[config.mk]
export PLATFORM = sky130hd
export DESIGN_NAME = multicycle_ctrl
export DESIGN_NICKNAME = d
export VERILOG_FILES = /design/src/rtl/multicycle_ctrl_pkg.sv /design/src/rtl/mc_aludec.sv /design/src/rtl/multicycle_ctrl.sv
export SDC_FILE = /design/constraint.sdc
export NUM_CORES = 1
export LEC_CHECK = 0
export CAP_MARGIN = 20
export CELL_PAD_IN_SITES_DETAIL_PLACEMENT = 1
export CELL_PAD_IN_SITES_GLOBAL_PLACEMENT = 1
export CORE_MARGIN = 8
export CORE_UTILIZATION = 28
export CTS_BUF_LIST = sky130_fd_sc_hd__clkbuf_4
export CTS_CLUSTER_SIZE = 40
export DETAILED_ROUTE_END_ITERATION = 8
export PLACE_DENSITY = 0.92
export SYNTH_ARGS = -nofsm -noshare
export SYNTH_HDL_FRONTEND = slang
export SYNTH_SLANG_ARGS = --single-unit
[constraint.sdc]
create_clock -name clk -period 2.44 [get_ports clk]
set_input_delay 0.732 -clock clk [delete_from_list [all_inputs] [get_ports clk]]
set_output_delay 0.732 -clock clk [all_outputs]
set_load 0.05 [all_outputs]
[src/rtl/multicycle_ctrl_pkg.sv]
// Shared encodings for the multicycle RV32I controller and its datapath:
// FSM states, opcodes, mux selects and ALU control codes.
package multicycle_ctrl_pkg;

    typedef enum logic [3:0] {
        S_FETCH    = 4'd0,
        S_DECODE   = 4'd1,
        S_MEMADR   = 4'd2,
        S_MEMREAD  = 4'd3,
        S_MEMWB    = 4'd4,
        S_MEMWRITE = 4'd5,
        S_EXECR    = 4'd6,
        S_EXECI    = 4'd7,
        S_ALUWB    = 4'd8,
        S_BEQ      = 4'd9,
        S_JAL      = 4'd10,
        S_TRAP     = 4'd11
    } state_t;

    localparam logic [6:0] OP_LOAD   = 7'b0000011;
    localparam logic [6:0] OP_STORE  = 7'b0100011;
    localparam logic [6:0] OP_RTYPE  = 7'b0110011;
    localparam logic [6:0] OP_ITYPE  = 7'b0010011;
    localparam logic [6:0] OP_BRANCH = 7'b1100011;
    localparam logic [6:0] OP_JAL    = 7'b1101111;

    localparam logic [1:0] ALUOP_ADD   = 2'b00;
    localparam logic [1:0] ALUOP_SUB   = 2'b01;
    localparam logic [1:0] ALUOP_FUNCT = 2'b10;

    localparam logic [1:0] IMM_I = 2'b00;
    localparam logic [1:0] IMM_S = 2'b01;
    localparam logic [1:0] IMM_B = 2'b10;
    localparam logic [1:0] IMM_J = 2'b11;

    localparam logic [1:0] RES_ALUOUT    = 2'b00;
    localparam logic [1:0] RES_DATA      = 2'b01;
    localparam logic [1:0] RES_ALURESULT = 2'b10;

    localparam logic [1:0] SRCA_PC    = 2'b00;
    localparam logic [1:0] SRCA_OLDPC = 2'b01;
    localparam logic [1:0] SRCA_RS1   = 2'b10;

    localparam logic [1:0] SRCB_RS2  = 2'b00;
    localparam logic [1:0] SRCB_IMM  = 2'b01;
    localparam logic [1:0] SRCB_FOUR = 2'b10;

    localparam logic ADR_PC     = 1'b0;
    localparam logic ADR_ALUOUT = 1'b1;

    localparam logic [3:0] ALU_ADD = 4'b0000;
    localparam logic [3:0] ALU_SUB = 4'b0001;
    localparam logic [3:0] ALU_AND = 4'b0010;
    localparam logic [3:0] ALU_OR  = 4'b0011;
    localparam logic [3:0] ALU_SLT = 4'b0101;

endpackage

[src/rtl/mc_aludec.sv]
// Combinational ALU decode: maps ALUOp plus instruction fields to ALUControl.
module mc_aludec
    import multicycle_ctrl_pkg::*;
(
    input  logic [1:0] alu_op,
    input  logic       op5,
    input  logic [2:0] funct3,
    input  logic       funct7b5,
    output logic [3:0] alu_control
);

    always_comb begin
        alu_control = ALU_ADD;
        case (alu_op)
            ALUOP_ADD: alu_control = ALU_ADD;
            ALUOP_SUB: alu_control = ALU_SUB;
            ALUOP_FUNCT: begin
                case (funct3)
                    // funct7b5 only selects sub for register-register ops; addi ignores it
                    3'b000:  alu_control = (op5 & funct7b5) ? ALU_SUB : ALU_ADD;
                    3'b010:  alu_control = ALU_SLT;
                    3'b110:  alu_control = ALU_OR;
                    3'b111:  alu_control = ALU_AND;
                    default: alu_control = ALU_ADD;
                endcase
            end
            default: alu_control = ALU_ADD;
        endcase
    end

endmodule

[src/rtl/multicycle_ctrl.sv]
// Moore sequencing FSM for the multicycle RV32I datapath, with memory
// ready handshake, ImmSrc decode and ALU decode sub-block.
//
// state    | meaning
// ---------+-------------------------------------------------------------
// FETCH    | read instruction at PC, PC+4 into PC, wait for mem_ready
// DECODE   | OldPC+imm into ALUOut (branch target), dispatch on opcode
// MEMADR   | rs1+imm effective address into ALUOut
// MEMREAD  | load access at ALUOut, wait for mem_ready
// MEMWB    | write loaded data to register file, retire
// MEMWRITE | store access at ALUOut, retire on mem_ready
// EXECR    | rs1 op rs2
// EXECI    | rs1 op imm
// ALUWB    | write ALUOut to register file, retire
// BEQ      | compare rs1-rs2, take ALUOut target if Zero, retire
// JAL      | jump to ALUOut, OldPC+4 into ALUOut for the link
// TRAP     | illegal opcode, absorbing until reset
module multicycle_ctrl
    import multicycle_ctrl_pkg::*;
(
    input  logic       clk,
    input  logic       rst_n,
    input  logic [6:0] op,
    input  logic [2:0] funct3,
    input  logic       funct7b5,
    input  logic       Zero,
    input  logic       mem_ready,
    output logic       mem_req,
    output logic       MemWrite,
    output logic       AdrSrc,
    output logic       IRWrite,
    output logic       PCWrite,
    output logic       RegWrite,
    output logic [1:0] ResultSrc,
    output logic [1:0] ALUSrcA,
    output logic [1:0] ALUSrcB,
    output logic [1:0] ImmSrc,
    output logic [3:0] ALUControl,
    output logic       retire,
    output logic       illegal
);

    state_t     state;
    state_t     state_nxt;
    logic [1:0] alu_op;
    logic       req_raw;
    logic       wr_raw;
    logic       irw_raw;
    logic       pcw_raw;
    logic       rw_raw;
    logic       ret_raw;
    logic       ill_raw;

    always_ff @(posedge clk or negedge rst_n) begin
        if (!rst_n) begin
            state <= S_FETCH;
        end else begin
            state <= state_nxt;
        end
    end

    always_comb begin
        state_nxt = state;
        req_raw   = 1'b0;
        wr_raw    = 1'b0;
        irw_raw   = 1'b0;
        pcw_raw   = 1'b0;
        rw_raw    = 1'b0;
        ret_raw   = 1'b0;
        ill_raw   = 1'b0;
        AdrSrc    = ADR_PC;
        ResultSrc = RES_ALUOUT;
        ALUSrcA   = SRCA_PC;
        ALUSrcB   = SRCB_RS2;
        alu_op    = ALUOP_ADD;
        case (state)
            S_FETCH: begin
                req_raw   = 1'b1;
                ALUSrcB   = SRCB_FOUR;
                ResultSrc = RES_ALURESULT;
                irw_raw   = mem_ready;
                pcw_raw   = mem_ready;
                if (mem_ready) state_nxt = S_DECODE;
            end
            S_DECODE: begin
                ALUSrcA = SRCA_OLDPC;
                ALUSrcB = SRCB_IMM;
                case (op)
                    OP_LOAD, OP_STORE: state_nxt = S_MEMADR;
                    OP_RTYPE:          state_nxt = S_EXECR;
                    OP_ITYPE:          state_nxt = S_EXECI;
                    OP_BRANCH:         state_nxt = S_BEQ;
                    OP_JAL:            state_nxt = S_JAL;
                    default:           state_nxt = S_TRAP;
                endcase
            end
            S_MEMADR: begin
                ALUSrcA   = SRCA_RS1;
                ALUSrcB   = SRCB_IMM;
                state_nxt = op[5] ? S_MEMWRITE : S_MEMREAD;
            end
            S_MEMREAD: begin
                req_raw = 1'b1;
                AdrSrc  = ADR_ALUOUT;
                if (mem_ready) state_nxt = S_MEMWB;
            end
            S_MEMWB: begin
                ResultSrc = RES_DATA;
                rw_raw    = 1'b1;
                ret_raw   = 1'b1;
                state_nxt = S_FETCH;
            end
            S_MEMWRITE: begin
                req_raw = 1'b1;
                wr_raw  = 1'b1;
                AdrSrc  = ADR_ALUOUT;
                ret_raw = mem_ready;
                if (mem_ready) state_nxt = S_FETCH;
            end
            S_EXECR: begin
                ALUSrcA   = SRCA_RS1;
                ALUSrcB   = SRCB_RS2;
                alu_op    = ALUOP_FUNCT;
                state_nxt = S_ALUWB;
            end
            S_EXECI: begin
                ALUSrcA   = SRCA_RS1;
                ALUSrcB   = SRCB_IMM;
                alu_op    = ALUOP_FUNCT;
                state_nxt = S_ALUWB;
            end
            S_ALUWB: begin
                ResultSrc = RES_ALUOUT;
                rw_raw    = 1'b1;
                ret_raw   = 1'b1;
                state_nxt = S_FETCH;
            end
            S_BEQ: begin
                ALUSrcA   = SRCA_RS1;
                alu_op    = ALUOP_SUB;
                pcw_raw   = Zero;
                ret_raw   = 1'b1;
                state_nxt = S_FETCH;
            end
            S_JAL: begin
                ALUSrcA   = SRCA_OLDPC;
                ALUSrcB   = SRCB_FOUR;
                pcw_raw   = 1'b1;
                state_nxt = S_ALUWB;
            end
            S_TRAP: begin
                ill_raw = 1'b1;
            end
            default: state_nxt = S_FETCH;
        endcase
    end

    // Strobes are gated by rst_n so nothing writes while reset is held,
    // even though FETCH (the reset state) would otherwise request memory.
    assign mem_req  = req_raw & rst_n;
    assign MemWrite = wr_raw  & rst_n;
    assign IRWrite  = irw_raw & rst_n;
    assign PCWrite  = pcw_raw & rst_n;
    assign RegWrite = rw_raw  & rst_n;
    assign retire   = ret_raw & rst_n;
    assign illegal  = ill_raw & rst_n;

    always_comb begin
        ImmSrc = IMM_I;
        case (op)
            OP_LOAD, OP_ITYPE: ImmSrc = IMM_I;
            OP_STORE:          ImmSrc = IMM_S;
            OP_BRANCH:         ImmSrc = IMM_B;
            OP_JAL:            ImmSrc = IMM_J;
            default:           ImmSrc = IMM_I;
        endcase
    end

    mc_aludec u_aludec (
        .alu_op      (alu_op),
        .op5         (op[5]),
        .funct3      (funct3),
        .funct7b5    (funct7b5),
        .alu_control (ALUControl)
    );

endmodule

Yosys cells after proc, flatten, opt, wreduce, memory -nomap -nowiden
Index checks and enable logic that the tools add are counted.
Operators by class
  add/subtract/negate cells: 0
  multipliers: 0
  divide/modulo/power cells: 0
  $lt $le $gt $ge: 0
  eq/ne operators: 25
  shifts and indexed selects: 0
  multiplexer cells: 22
  bitwise operators: 9
  reductions and logical operators: 14
Operators by type and width (number)
  4-bit one-hot mux with 7 select lines: 1
  4-bit one-hot mux with 5 select lines: 1
  4-bit by 3-bit equality test with 1-bit output (second input constant): 4
  4-bit equality test (second input constant): 4
  2-bit one-hot mux with 2 select lines: 4
  4-bit one-hot mux with 4 select lines: 1
  7-bit by 6-bit equality test with 1-bit output (second input constant): 2
  7-bit equality test (second input constant): 2
  4-bit two-way mux: 3
  2-bit OR reduction: 6
  3-bit OR reduction: 4
  1-bit bitwise AND: 8
  4-bit by 2-bit equality test with 1-bit output (second input constant): 2
  4-bit one-hot mux with 2 select lines: 1
  7-bit by 2-bit equality test with 1-bit output (second input constant): 1
  7-bit by 5-bit equality test with 1-bit output (second input constant): 1
  1-bit two-way mux: 7
  3-bit equality test (second input constant): 2
  2-bit inequality test (second input constant): 3
  2-bit one-hot mux with 3 select lines: 1
  4-bit by 1-bit equality test with 1-bit output (second input constant): 1
  4-bit logical NOT: 1
  4-bit AND reduction: 1
  4-bit OR reduction: 1
  other kinds (8): 8
Storage, ports and cells
  flip-flop bits (word level): 4
  latch bits: 0
  bits in writable memories: 0
  ROM bits: 0
  input port bits: 15
  output and inout port bits: 20
  logic and storage cells: 71
  memories: 0

Depth between registers and ports, before layout
Gate-level depths: netlist of run 1.
  depth in word-level cells: 5
  mapped depth: 7
  mapped depth without buffers: 6

Hierarchy
A second synthesis of run 1 with hierarchy kept.
Second synthesis, totals
  cells, all modules: 103
  area total of the unflattened synthesis: 726.9 µm²
By module, submodules not included
  multicycle_ctrl: times used 1, cells each 90, area each 619.3 µm², seq. area each 100.1 µm²
  mc_aludec: times used 1, cells each 13, area each 107.6 µm², seq. area each 0.0 µm²

Least setup slack after synthesis of run 1
Ideal clock, no wire load.
  path type: flip-flop to output port
  start point: reg state[2]
  end point: out IRWrite
  arrival time: 2740 ps
  data required time: 1708 ps
  slack: -1032 ps
  stages on the path, launching flop included: 4
  path buffers: 1
  cells stage by stage: dfrtp_1 -> buf_4 -> nor4_1 -> and3_1
Between the ends
  longest elaborated chain between the ends: 3
RTL lines
  start, declared: RTL line multicycle_ctrl.sv:43  | state_t state;
  start signal, assigned: RTL line multicycle_ctrl.sv:58  | state <= state_nxt;
  4-bit logical NOT: RTL line multicycle_ctrl.sv:76  | case (state)
  1-bit two-way mux: RTL line multicycle_ctrl.sv:76
  1-bit bitwise AND: RTL line multicycle_ctrl.sv:162  | assign IRWrite = irw_raw & rst_n;
  end, declared: RTL line multicycle_ctrl.sv:31  | output logic IRWrite,
No other way between the ends.

Worst setup path after layout of run 1
  start point: in op[2]
  end point: out ImmSrc[0]
Between the ends
  longest elaborated chain between the ends: 2
  elaborated cells on any way between the ends: 4
  classes of those cells: 3 x eq/ne; 1 x mux
RTL lines
  start, declared: RTL line multicycle_ctrl.sv:23  | input logic [6:0] op,
  7-bit equality test / 7-bit by 6-bit equality test with 1-bit output (equally long branches): RTL line multicycle_ctrl.sv:170  | case (op)
  2-bit one-hot mux with 3 select lines (*): RTL line multicycle_ctrl.sv:170
  end, declared: RTL line multicycle_ctrl.sv:37  | output logic [1:0] ImmSrc,
Mark *: on every way between the ends. The rest lies on a longest branch, timed or not.

==> metrics.txt, run 1 <==
Diodes inserted=0; die height=66.2 µm; total leakage power=0.676 nW; worst-path cell with the longest stage delay=sky130_fd_sc_hd__or3_4; Final Critical Period=2.41 ns; cts-stage hold buffer count=0; DP Wirelength=2.45 mm; violation count after the first detailed-route iteration=37; distinct cell type count after synthesis=41; flip-flop count of the largest register, all copies and words added=4; area added between synthesis and finish=121%; outcome=finished clean; power density normalized to cell area=1320 nW/µm²; routability-driven placement congestion ratio=0.725; share of final-layout standard cells stronger than drive strength 1=55.8%; Avg Cell Area, Syn=7.44 µm²; routed wire length=3.19 mm; clock net sink count=4; std cell rows=18; required time worst endpoint=1.71 ns; clock edge transition at the registers on the reported setup and hold paths=0.04 ns; portion of synthesized cell area occupied by the leading cell type=14.2%; number of detailed-routing iterations run before antenna repair=4; final worst-path cycle share=98.6%; Die Span X=66.2 µm; Peak VDD IR=0.849 mV; number of max-capacitance violations reported=0; total stage count of the critical path=4; number of nets still failing antenna checks after routing=0; root buffer cell=sky130_fd_sc_hd__clkbuf_4; Hold Violations, Final=0; final sum of negative setup slack=0 ns; crit path cell chain=dlygate4sd2_1 > or3_4 > a21oi_4 > buf_12; CTS Buffer Depth=2; max-slew violation count=0; core utilization of the finished layout=64.3%; endpoint of the worst setup timing path=ImmSrc[0]; synthesized netlist net count=112; final hold slack=0.706 ns; number of buffers added on ports=33; achievable clock frequency=416 MHz; count of state elements after synthesis=4; final std cells w/o fill=177; startpoint of the lowest-slack register-to-register path=state[0]$_DFFE_PN0P_; async set or reset register ratio after synthesis=100%; number of cell instances on the worst register-to-register path=5; DP Cell Count=170; Top-Level Pins=35; clock insertion delay at the later pin of the skew report=0.24 ns; clock tree from TritonCTS=built; wire length of the first global-routing pass=5.40 mm; Setup violations, final=0; area of the die=4390 µm²; mapped cell area=707 µm²; Reg with most FFs=state; initial antenna violation count=0; type of the worst setup path=in2out; ranking of synthesized cells by instance count=sky130_fd_sc_hd__nand2_1 (9), sky130_fd_sc_hd__a21oi_1 (8), sky130_fd_sc_hd__nor3_1 (6); largest net degree at the start of global routing=20; category of cells accounting for the largest share of critical-path delay=buffers and inverters; worst reg2reg endpoint=state[0]$_DFFE_PN0P_; DRC viols=0; Main synth FF type=sky130_fd_sc_hd__dfrtp_1; total chip power=2.07 mW; dominant cells by area after synthesis=sky130_fd_sc_hd__dfrtp_1 (14%), sky130_fd_sc_hd__clkbuf_8 (5.8%), sky130_fd_sc_hd__a21oi_1 (5.7%); worst clock skew on the final layout=0.00139 ns; number of flops mapped to enable cells by yosys=0; overflow left after global routing=0; slowest cell delay on critical path=0.39 ns; global-route total usage across every layer=15.8%; post-synth top area cell=sky130_fd_sc_hd__dfrtp_1; biggest regs=state (4); sequential cell area fraction in the yosys report=14.2%; placeable core area=2430 µm²; vias in the first global route=1080; worst min path class=reg2reg; crit path capture type=primary output; final routed wire length divided by cell count=18.0 µm; Synth warnings=0; starting utilization of the core area=29.1%; Startpoint Class=primary input; count of buffer and inverter cells on the critical path=2; most common cell in the synthesized netlist=sky130_fd_sc_hd__nand2_1; setup repair after global routing missed its margin=yes; crit path launch=op[2]; CP Max Fanout=2; Gate Count Post-Synth=95; flop2flop setup slack=1.00 ns; vias=927; Net count, final=166; Inserted Clock Buffers=3; average vias per placed instance=5.24; count of H-tree levels built during CTS=1; CP Data Arrival Time=1.67 ns
[timing repair]
item,in CTS,in global routing
endpoints found under the setup margin,12,6
resized for setup,36,10
setup buffers,3,1
pin swaps,11,7
[placed cells by master, fill, tap and decap left out, types with 2 or more instances in the layout]
cell	n
sky130_fd_sc_hd__xor2_1	2
sky130_fd_sc_hd__nand2_1	6
sky130_fd_sc_hd__nand3b_1	2
sky130_fd_sc_hd__nand2_2	3
sky130_fd_sc_hd__buf_6	3
sky130_fd_sc_hd__and3_1	2
sky130_fd_sc_hd__nor3b_4	2
sky130_fd_sc_hd__nor2_1	2
sky130_fd_sc_hd__nand2b_1	4
sky130_fd_sc_hd__inv_2	2
sky130_fd_sc_hd__inv_1	3
sky130_fd_sc_hd__a21oi_1	5
sky130_fd_sc_hd__dlygate4sd2_1	12
sky130_fd_sc_hd__nor2_4	2
sky130_fd_sc_hd__nor2b_4	2
sky130_fd_sc_hd__dfrtp_1	2
sky130_fd_sc_hd__a21o_1	2
sky130_fd_sc_hd__clkbuf_4	3
sky130_fd_sc_hd__nor2_2	2
sky130_fd_sc_hd__buf_4	22
sky130_fd_sc_hd__nor4_4	2
sky130_fd_sc_hd__a2bb2oi_1	2
sky130_fd_sc_hd__buf_12	18
sky130_fd_sc_hd__a21oi_2	2
sky130_fd_sc_hd__nor3_1	4
sky130_fd_sc_hd__dfrtp_2	2
sky130_fd_sc_hd__nor3b_2	2
[how the worst min path moves through the flow]
stage,from,to,slack [ns],cells after the start
6_report,state[3]$_DFFE_PN0P_,state[3]$_DFFE_PN0P_,0.71,3
5_1_grt,state[3]$_DFFE_PN0P_,state[3]$_DFFE_PN0P_,0.74,3
4_1_cts,state[3]$_DFFE_PN0P_,state[3]$_DFFE_PN0P_,0.67,3
3_5_place_dp,state[1]$_DFFE_PN0P_,state[1]$_DFFE_PN0P_,0.77,3
3_3_place_gp,state[3]$_DFFE_PN0P_,state[3]$_DFFE_PN0P_,0.73,3
2_1_floorplan,rst_n,state[0]$_DFFE_PN0P_,0.44,0
[final cells by class]
class,instances,area [µm²]
fill,268,868
timing repair buffer,58,702
multi-input combinational,77,681
sequential,4,103
tap,30,37.5
clock buffer,3,22.5
inverter,5,18.8
[power breakdown]
group / switching (mW) / leakage (nW) / internal (mW)
Clock: 0.0297 / 0.0138 / 0.0552
Combinational: 0.996 / 0.614 / 0.844
Sequential: 0.0399 / 0.0483 / 0.102
[tightest hold or removal path, cell delays in order, from the launching register on]
cell and delay (ns):
sky130_fd_sc_hd__dfrtp_2 0.42, sky130_fd_sc_hd__nor2b_4 0.06, sky130_fd_sc_hd__nand2_2 0.08, sky130_fd_sc_hd__o21ai_0 0.09
[per-stage QoR]
stage / instance area [µm²] / setup slack [ns]
final: 1560 / 0.0338
after global routing: 1560 / -0.00533
after CTS: 1520 / -0.0839
after detailed placement: 1390 / -0.261
after global placement: 1390 / -0.216
after floorplan: 776 / -0.385
[kinds of logic (layout without fill, tap and decap cells)]
kind of cell	after synthesis	count (layout)	synth area share [%]
AO/OA/AOI/OAI	22	22	21.2
AND/OR/NAND/NOR	49	49	41.8
XOR/XNOR	3	3	3.72
buffers and inverters	14	66	15.0
flip-flops	4	4	14.2
other	1	1	0.530
adder cells (fa/ha/maj)	2	2	3.54
[per-layer routing]
layer	share of wire [%]	GRT usage, %	vias to the layer above
li1	-	-	445
met1	38	16.7	442
met2	53	28.6	34
met3	5.6	2.88	6
met4	2.7	8.53	0
met5	0	0	-
No activity file was read; power rests on OpenSTA's default activity.
==> run 2: changes to the inputs <==
--- a/config.mk
+++ b/config.mk
@@ -13,7 +13,9 @@
 export CTS_BUF_LIST = sky130_fd_sc_hd__clkbuf_4
 export CTS_CLUSTER_SIZE = 40
 export DETAILED_ROUTE_END_ITERATION = 8
+export GPL_TIMING_DRIVEN = 0
 export PLACE_DENSITY = 0.92
+export SLEW_MARGIN = 20
 export SYNTH_ARGS = -nofsm -noshare
 export SYNTH_HDL_FRONTEND = slang
 export SYNTH_SLANG_ARGS = --single-unit
==> run 2 against run 1 <==
The run now ends with setup timing left. Via count fell by 0.97%. Highest routed layer unchanged. Largest power group unchanged. Utilization fell by 9.3 points. Cell area fell by 14%. Combinational power fell by 12%. Clock-buffer cell count did not move. Fmax fell by 2.6%. Worst hold slack got worse by 0.28 ns. Cell count fell by 1.7%. Total power fell by 12%. Register-to-register slack got worse by 0.07 ns.
==> metrics.txt, run 2 (synthesized netlist as in run 1, its figures left out) <==
clock tree from TritonCTS=built; minimum setup slack after placement=-0.922 ns; PnR worst setup slack=-0.0306 ns; vias in the first global route=1003; Hold Violations, Final=0; Top-Level Pins=35; clock insertion delay at the later pin of the skew report=0.24 ns; placeable core area=2430 µm²; Startpoint Class=flip-flop; achievable clock frequency=405 MHz; initial antenna violation count=0; count of buffer and inverter cells on the critical path=2; clock edge transition at the registers on the reported setup and hold paths=0.04 ns; routability-driven placement congestion ratio=0.891; slowest cell delay on critical path=0.39 ns; DP Cell Count=158; clock net sink count=4; biggest regs=state (4); CTS Buffer Depth=2; share of final-layout standard cells stronger than drive strength 1=55.6%; root buffer cell=sky130_fd_sc_hd__clkbuf_4; violation count after the first detailed-route iteration=33; Setup violations, final=2; number of detailed-routing iterations run before antenna repair=4; Reg with most FFs=state; number of nets still failing antenna checks after routing=0; number of max-capacitance violations reported=0; starting utilization of the core area=29.1%; DRC viols=0; flop2flop setup slack=0.93 ns; CP Max Fanout=7; routed wire length=3.14 mm; final std cells w/o fill=174; area of the die=4390 µm²; overflow left after global routing=0; crit path cell chain=buf_4 > and2b_4 > a21o_1 > a21oi_2 > nor3b_2 > buf_6; violated checks=setup timing; CP Data Arrival Time=1.74 ns; Final Critical Period=2.47 ns; worst clock skew on the final layout=0.00113 ns; crit path capture type=primary output; number of buffers added on ports=33; required time worst endpoint=1.71 ns; final routed wire length divided by cell count=18.0 µm; DP Wirelength=1.95 mm; largest net degree at the start of global routing=12; Inserted Clock Buffers=3; global-route total usage across every layer=12.8%; Net count, final=163; final worst-path cycle share=101%; Peak VDD IR=0.683 mV; type of the worst setup path=reg2out; average vias per placed instance=5.28; flip-flop count of the largest register, all copies and words added=4; worst min path class=in2async; count of H-tree levels built during CTS=1; category of cells accounting for the largest share of critical-path delay=simple AND/OR/NAND/NOR gates; worst-path cell with the longest stage delay=sky130_fd_sc_hd__dfrtp_1; total leakage power=0.617 nW; die height=66.2 µm; max-slew violation count=0; most frequent cells in the layout=sky130_fd_sc_hd__buf_4 (15), sky130_fd_sc_hd__buf_6 (10), sky130_fd_sc_hd__dlygate4sd2_1 (9); setup repair after global routing missed its margin=yes; most common cell after layout, fill and taps aside=sky130_fd_sc_hd__buf_4; area added between synthesis and finish=89.2%; wire length of the first global-routing pass=4.53 mm; std cell rows=18; Die Span X=66.2 µm; vias=918; outcome=finished with violations; power density normalized to cell area=1360 nW/µm²; Diodes inserted=0
-- run 2: changes by cell type in the layout (fill, tap and decap cells not counted), sizes merged --
cell / delta
buf: -15
clkbuf: +8
clkdlybuf4s15: +7
dlygate4sd2: -3
-- run 2: stage by stage --
step	total power [mW]	util [%]	setup TNS, ns	hold slack (ns)	area [µm²]
floorplan	1.12	-	-0.434	0.436	776
global placement	1.46	47.0	-9.76	0.694	1140
detailed placement	1.49	47.0	-10.33	0.713	1140
CTS	1.58	49.7	-0.105	0.424	1210
global route	1.91	55.0	-0.227	0.430	1340
finish	1.82	55.0	-0.0455	0.427	1340
-- run 2: layer usage --
layer | up-vias | wire [µm] | track usage (%)
met5 | - | 0 | 0
li1 | 438 | - | -
met1 | 438 | 1150 | 13.7
met4 | 0 | 99 | 4.27
met2 | 34 | 1640 | 23.4
met3 | 8 | 246 | 3.39
-- run 2: final cells by class --
cell class / instances / area, µm²
Tap cell: 30 / 37.5
Timing Repair Buffer: 46 / 403
Clock buffer: 3 / 22.5
Sequential cell: 4 / 100
Buffer: 9 / 104
Fill cell: 306 / 1090
Multi-Input combinational cell: 77 / 652
Inverter: 5 / 18.8
-- run 2: timing repair --
item,4_1_cts,5_1_grt
endpoints found under the hold margin,0,0
setup buffers,2,11
resized for setup,117,28
pin swaps,6,11
hold buffers,0,0
cloned,0,0
setup endpoints to repair,19,12
-- run 2: final timing paths --
kind,startpoint,endpoint,depth (start not counted)
worst max-delay path,state[1]$_DFFE_PN0P_,PCWrite,6
worst min-delay path,rst_n,state[0]$_DFFE_PN0P_,1
worst max register to register,state[1]$_DFFE_PN0P_,state[0]$_DFFE_PN0P_,6
worst min register to register,state[2]$_DFFE_PN0P_,state[1]$_DFFE_PN0P_,3
max in group asynchronous,rst_n,state[2]$_DFFE_PN0P_,1
min in group clk,state[2]$_DFFE_PN0P_,state[1]$_DFFE_PN0P_,3
-- run 2: report_power, final --
part | switching [mW] | leakage, nW | internal [mW] | total, mW
Sequential | 0.0157 | 0.0511 | 0.0991 | 0.115
Clock | 0.0294 | 0.0138 | 0.0552 | 0.0846
Combinational | 0.983 | 0.552 | 0.642 | 1.62
-- run 2: worst register-to-register path: stages, from the launching register on --
cell	delay, ns
sky130_fd_sc_hd__dfrtp_1	0.39
sky130_fd_sc_hd__buf_4	0.14
sky130_fd_sc_hd__and2b_4	0.30
sky130_fd_sc_hd__buf_4	0.13
sky130_fd_sc_hd__nand2b_2	0.08
sky130_fd_sc_hd__a211oi_1	0.23
sky130_fd_sc_hd__o32a_1	0.18
==> run 3: changes to the inputs <==
--- a/config.mk
+++ b/config.mk
@@ -9,12 +9,13 @@
 export CELL_PAD_IN_SITES_DETAIL_PLACEMENT = 1
 export CELL_PAD_IN_SITES_GLOBAL_PLACEMENT = 1
 export CORE_MARGIN = 8
-export CORE_UTILIZATION = 28
+export CORE_UTILIZATION = 30
 export CTS_BUF_LIST = sky130_fd_sc_hd__clkbuf_4
 export CTS_CLUSTER_SIZE = 40
 export DETAILED_ROUTE_END_ITERATION = 8
 export GPL_TIMING_DRIVEN = 0
-export PLACE_DENSITY = 0.92
+export HOLD_SLACK_MARGIN = 0.15
+export PLACE_DENSITY_LB_ADDON = 0.15
 export SLEW_MARGIN = 20
 export SYNTH_ARGS = -nofsm -noshare
 export SYNTH_HDL_FRONTEND = slang
==> constraint.sdc (replaced) <==
create_clock -name clk -period 3.15 [get_ports clk]
set_input_delay 0.945 -clock clk [delete_from_list [all_inputs] [get_ports clk]]
set_output_delay 0.945 -clock clk [all_outputs]
set_load 0.05 [all_outputs]
==> run 3 against run 2 <==
Total power shrank 36%. Combinational power down 38%. Global-route usage is 0.43 points lower. Via count is 11% lower. The run now ends clean. Sequential cell count unchanged. Cell count fell by 8.6%. Critical endpoint is now ImmSrc[0]. Die area decreased by 5.1%. Sequential share of layout area grew 1.5 points. Clock-buffer cell count is the same. Critical path depth shrank 2. Register-to-register slack better by 0.87 ns.
==> metrics.txt, run 3 (synthesized netlist as in run 1, its figures left out) <==
worst min path class=in2async; vias in the first global route=894; Reg with most FFs=state; routed wire length=2.49 mm; crit path capture type=primary output; Diodes inserted=0; outcome=finished clean; count of H-tree levels built during CTS=1; violation count after the first detailed-route iteration=29; Startpoint Class=primary input; std cell rows=17; area of the die=4170 µm²; total leakage power=0.518 nW; required time worst endpoint=2.20 ns; cts-stage hold buffer count=0; final routed wire length divided by cell count=15.6 µm; wire length of the first global-routing pass=4.14 mm; largest net degree at the start of global routing=12; PnR worst setup slack=0.0642 ns; Final Critical Period=3.09 ns; number of nets still failing antenna checks after routing=0; DRC viols=0; total area of sequential cells=100 µm²; biggest regs=state (4); clock net sink count=4; vias=817; count of fill cells added during filler insertion=289; number of detailed-routing iterations run before antenna repair=4; area of all placed cells without fillers=1120 µm²; total area of multi-input combinational cells=532 µm²; area added between synthesis and finish=58.1%; final sum of negative setup slack=0 ns; CP Max Fanout=4; worst relative slew slack=64.6%; global-route total usage across every layer=12.3%; worst-path cell with the longest stage delay=sky130_fd_sc_hd__clkdlybuf4s50_1; crit path cell chain=clkdlybuf4s50_1 > or3_4 > a21oi_1 > buf_4; root buffer cell=sky130_fd_sc_hd__clkbuf_4; total chip power=1.17 mW; max-slew violation count=0; routability-driven placement congestion ratio=0.797; worst clock skew on the final layout=0.0151 ns; Peak VDD IR=0.453 mV; most common cell after layout, fill and taps aside=sky130_fd_sc_hd__clkdlybuf4s50_1; achievable clock frequency=324 MHz; type of the worst setup path=in2out; CP Data Arrival Time=2.14 ns; starting utilization of the core area=32.0%; count of buffer and inverter cells on the critical path=2; Die Span X=64.5 µm; clock edge transition at the registers on the reported setup and hold paths=0.05 ns; die height=64.5 µm; number of buffers added on ports=33; post-CTS setup-driven buffer insertion count=0; final worst-path cycle share=98.0%; setup repair after global routing missed its margin=no; Inserted Clock Buffers=3; flip-flop count of the largest register, all copies and words added=4; initial antenna violation count=0; cell area reported after detailed placement=1100 µm²; category of cells accounting for the largest share of critical-path delay=buffers and inverters; Top-Level Pins=35; overflow left after global routing=0; clock tree from TritonCTS=built; Hold Violations, Final=0; Setup violations, final=0; placeable core area=2210 µm²; Net count, final=150; power density normalized to cell area=1040 nW/µm²; average vias per placed instance=5.14; CTS Buffer Depth=2; most frequent cells in the layout=sky130_fd_sc_hd__clkdlybuf4s50_1 (12), sky130_fd_sc_hd__nand2_1 (9), sky130_fd_sc_hd__a21oi_1 (8); Worst Max-Slew Pin Slew=0.534 ns; number of max-capacitance violations reported=0; share of final-layout standard cells stronger than drive strength 1=26.0%; DP Wirelength=1.91 mm; slowest cell delay on critical path=0.46 ns; minimum setup slack after placement=-0.641 ns; clock insertion delay at the later pin of the skew report=0.26 ns
## run 3: metal layers
| layer | wire length, µm | vias to the layer above | track usage [%] | share of wire [%] |
|---|---|---|---|---|
| met5 | 0 | - | 0 | 0 |
| met4 | 48 | 0 | 5.99 | 1.9 |
| met3 | 225 | 7 | 6.53 | 9.0 |
| met2 | 1200 | 28 | 20.5 | 48 |
| met1 | 1010 | 371 | 12.5 | 41 |
| li1 | - | 411 | - | - |
## run 3: final cells by class
| class | count | area share [%] |
|---|---|---|
| tap | 28 | 3.14 |
| clock buffer | 3 | 2.02 |
| multi-input combinational | 77 | 47.6 |
| inverter | 5 | 1.68 |
| buffer | 9 | 7.84 |
| sequential | 4 | 8.96 |
| timing repair buffer | 33 | 28.8 |
## run 3: where the power goes
part / leakage [nW] / switching [mW] / internal [mW] / total, mW
sequential: 0.0511 / 0.0119 / 0.0768 / 0.0887
clock: 0.0138 / 0.0276 / 0.0430 / 0.0707
combinational: 0.453 / 0.629 / 0.379 / 1.01
total: 0.518 / 0.669 / 0.498 / 1.17
## run 3: final timing paths
| check | start | endpoint | slack, ns | depth (start not counted) |
|---|---|---|---|---|
| worst max-delay path | op[6] | ImmSrc[0] | 0.06 | 4 |
| worst min-delay path | rst_n | state[0]$_DFFE_PN0P_ | 0.70 | 1 |
| worst max register to register | state[0]$_DFFE_PN0P_ | state[0]$_DFFE_PN0P_ | 1.80 | 5 |
| worst min register to register | state[1]$_DFFE_PN0P_ | state[1]$_DFFE_PN0P_ | 0.73 | 3 |
| max in group asynchronous | rst_n | state[1]$_DFFE_PN0P_ | 2.17 | 1 |
| min in group clk | state[1]$_DFFE_PN0P_ | state[1]$_DFFE_PN0P_ | 0.73 | 3 |
## run 3: per-stage QoR
step	utilization, %	hold WS [ns]	std cells
3_3_place_gp	49.8	0.695	156
6_report	50.5	0.700	159
4_1_cts	50.1	0.707	159
2_1_floorplan	-	0.639	95
3_5_place_dp	49.8	0.696	156
5_1_grt	50.5	0.721	159
## run 3: what timing repair did
| item | CTS | global route |
|---|---|---|
| endpoints found under the setup margin | 14 | 7 |
| gates resized for setup | 56 | 9 |
| cloned | 0 | 0 |
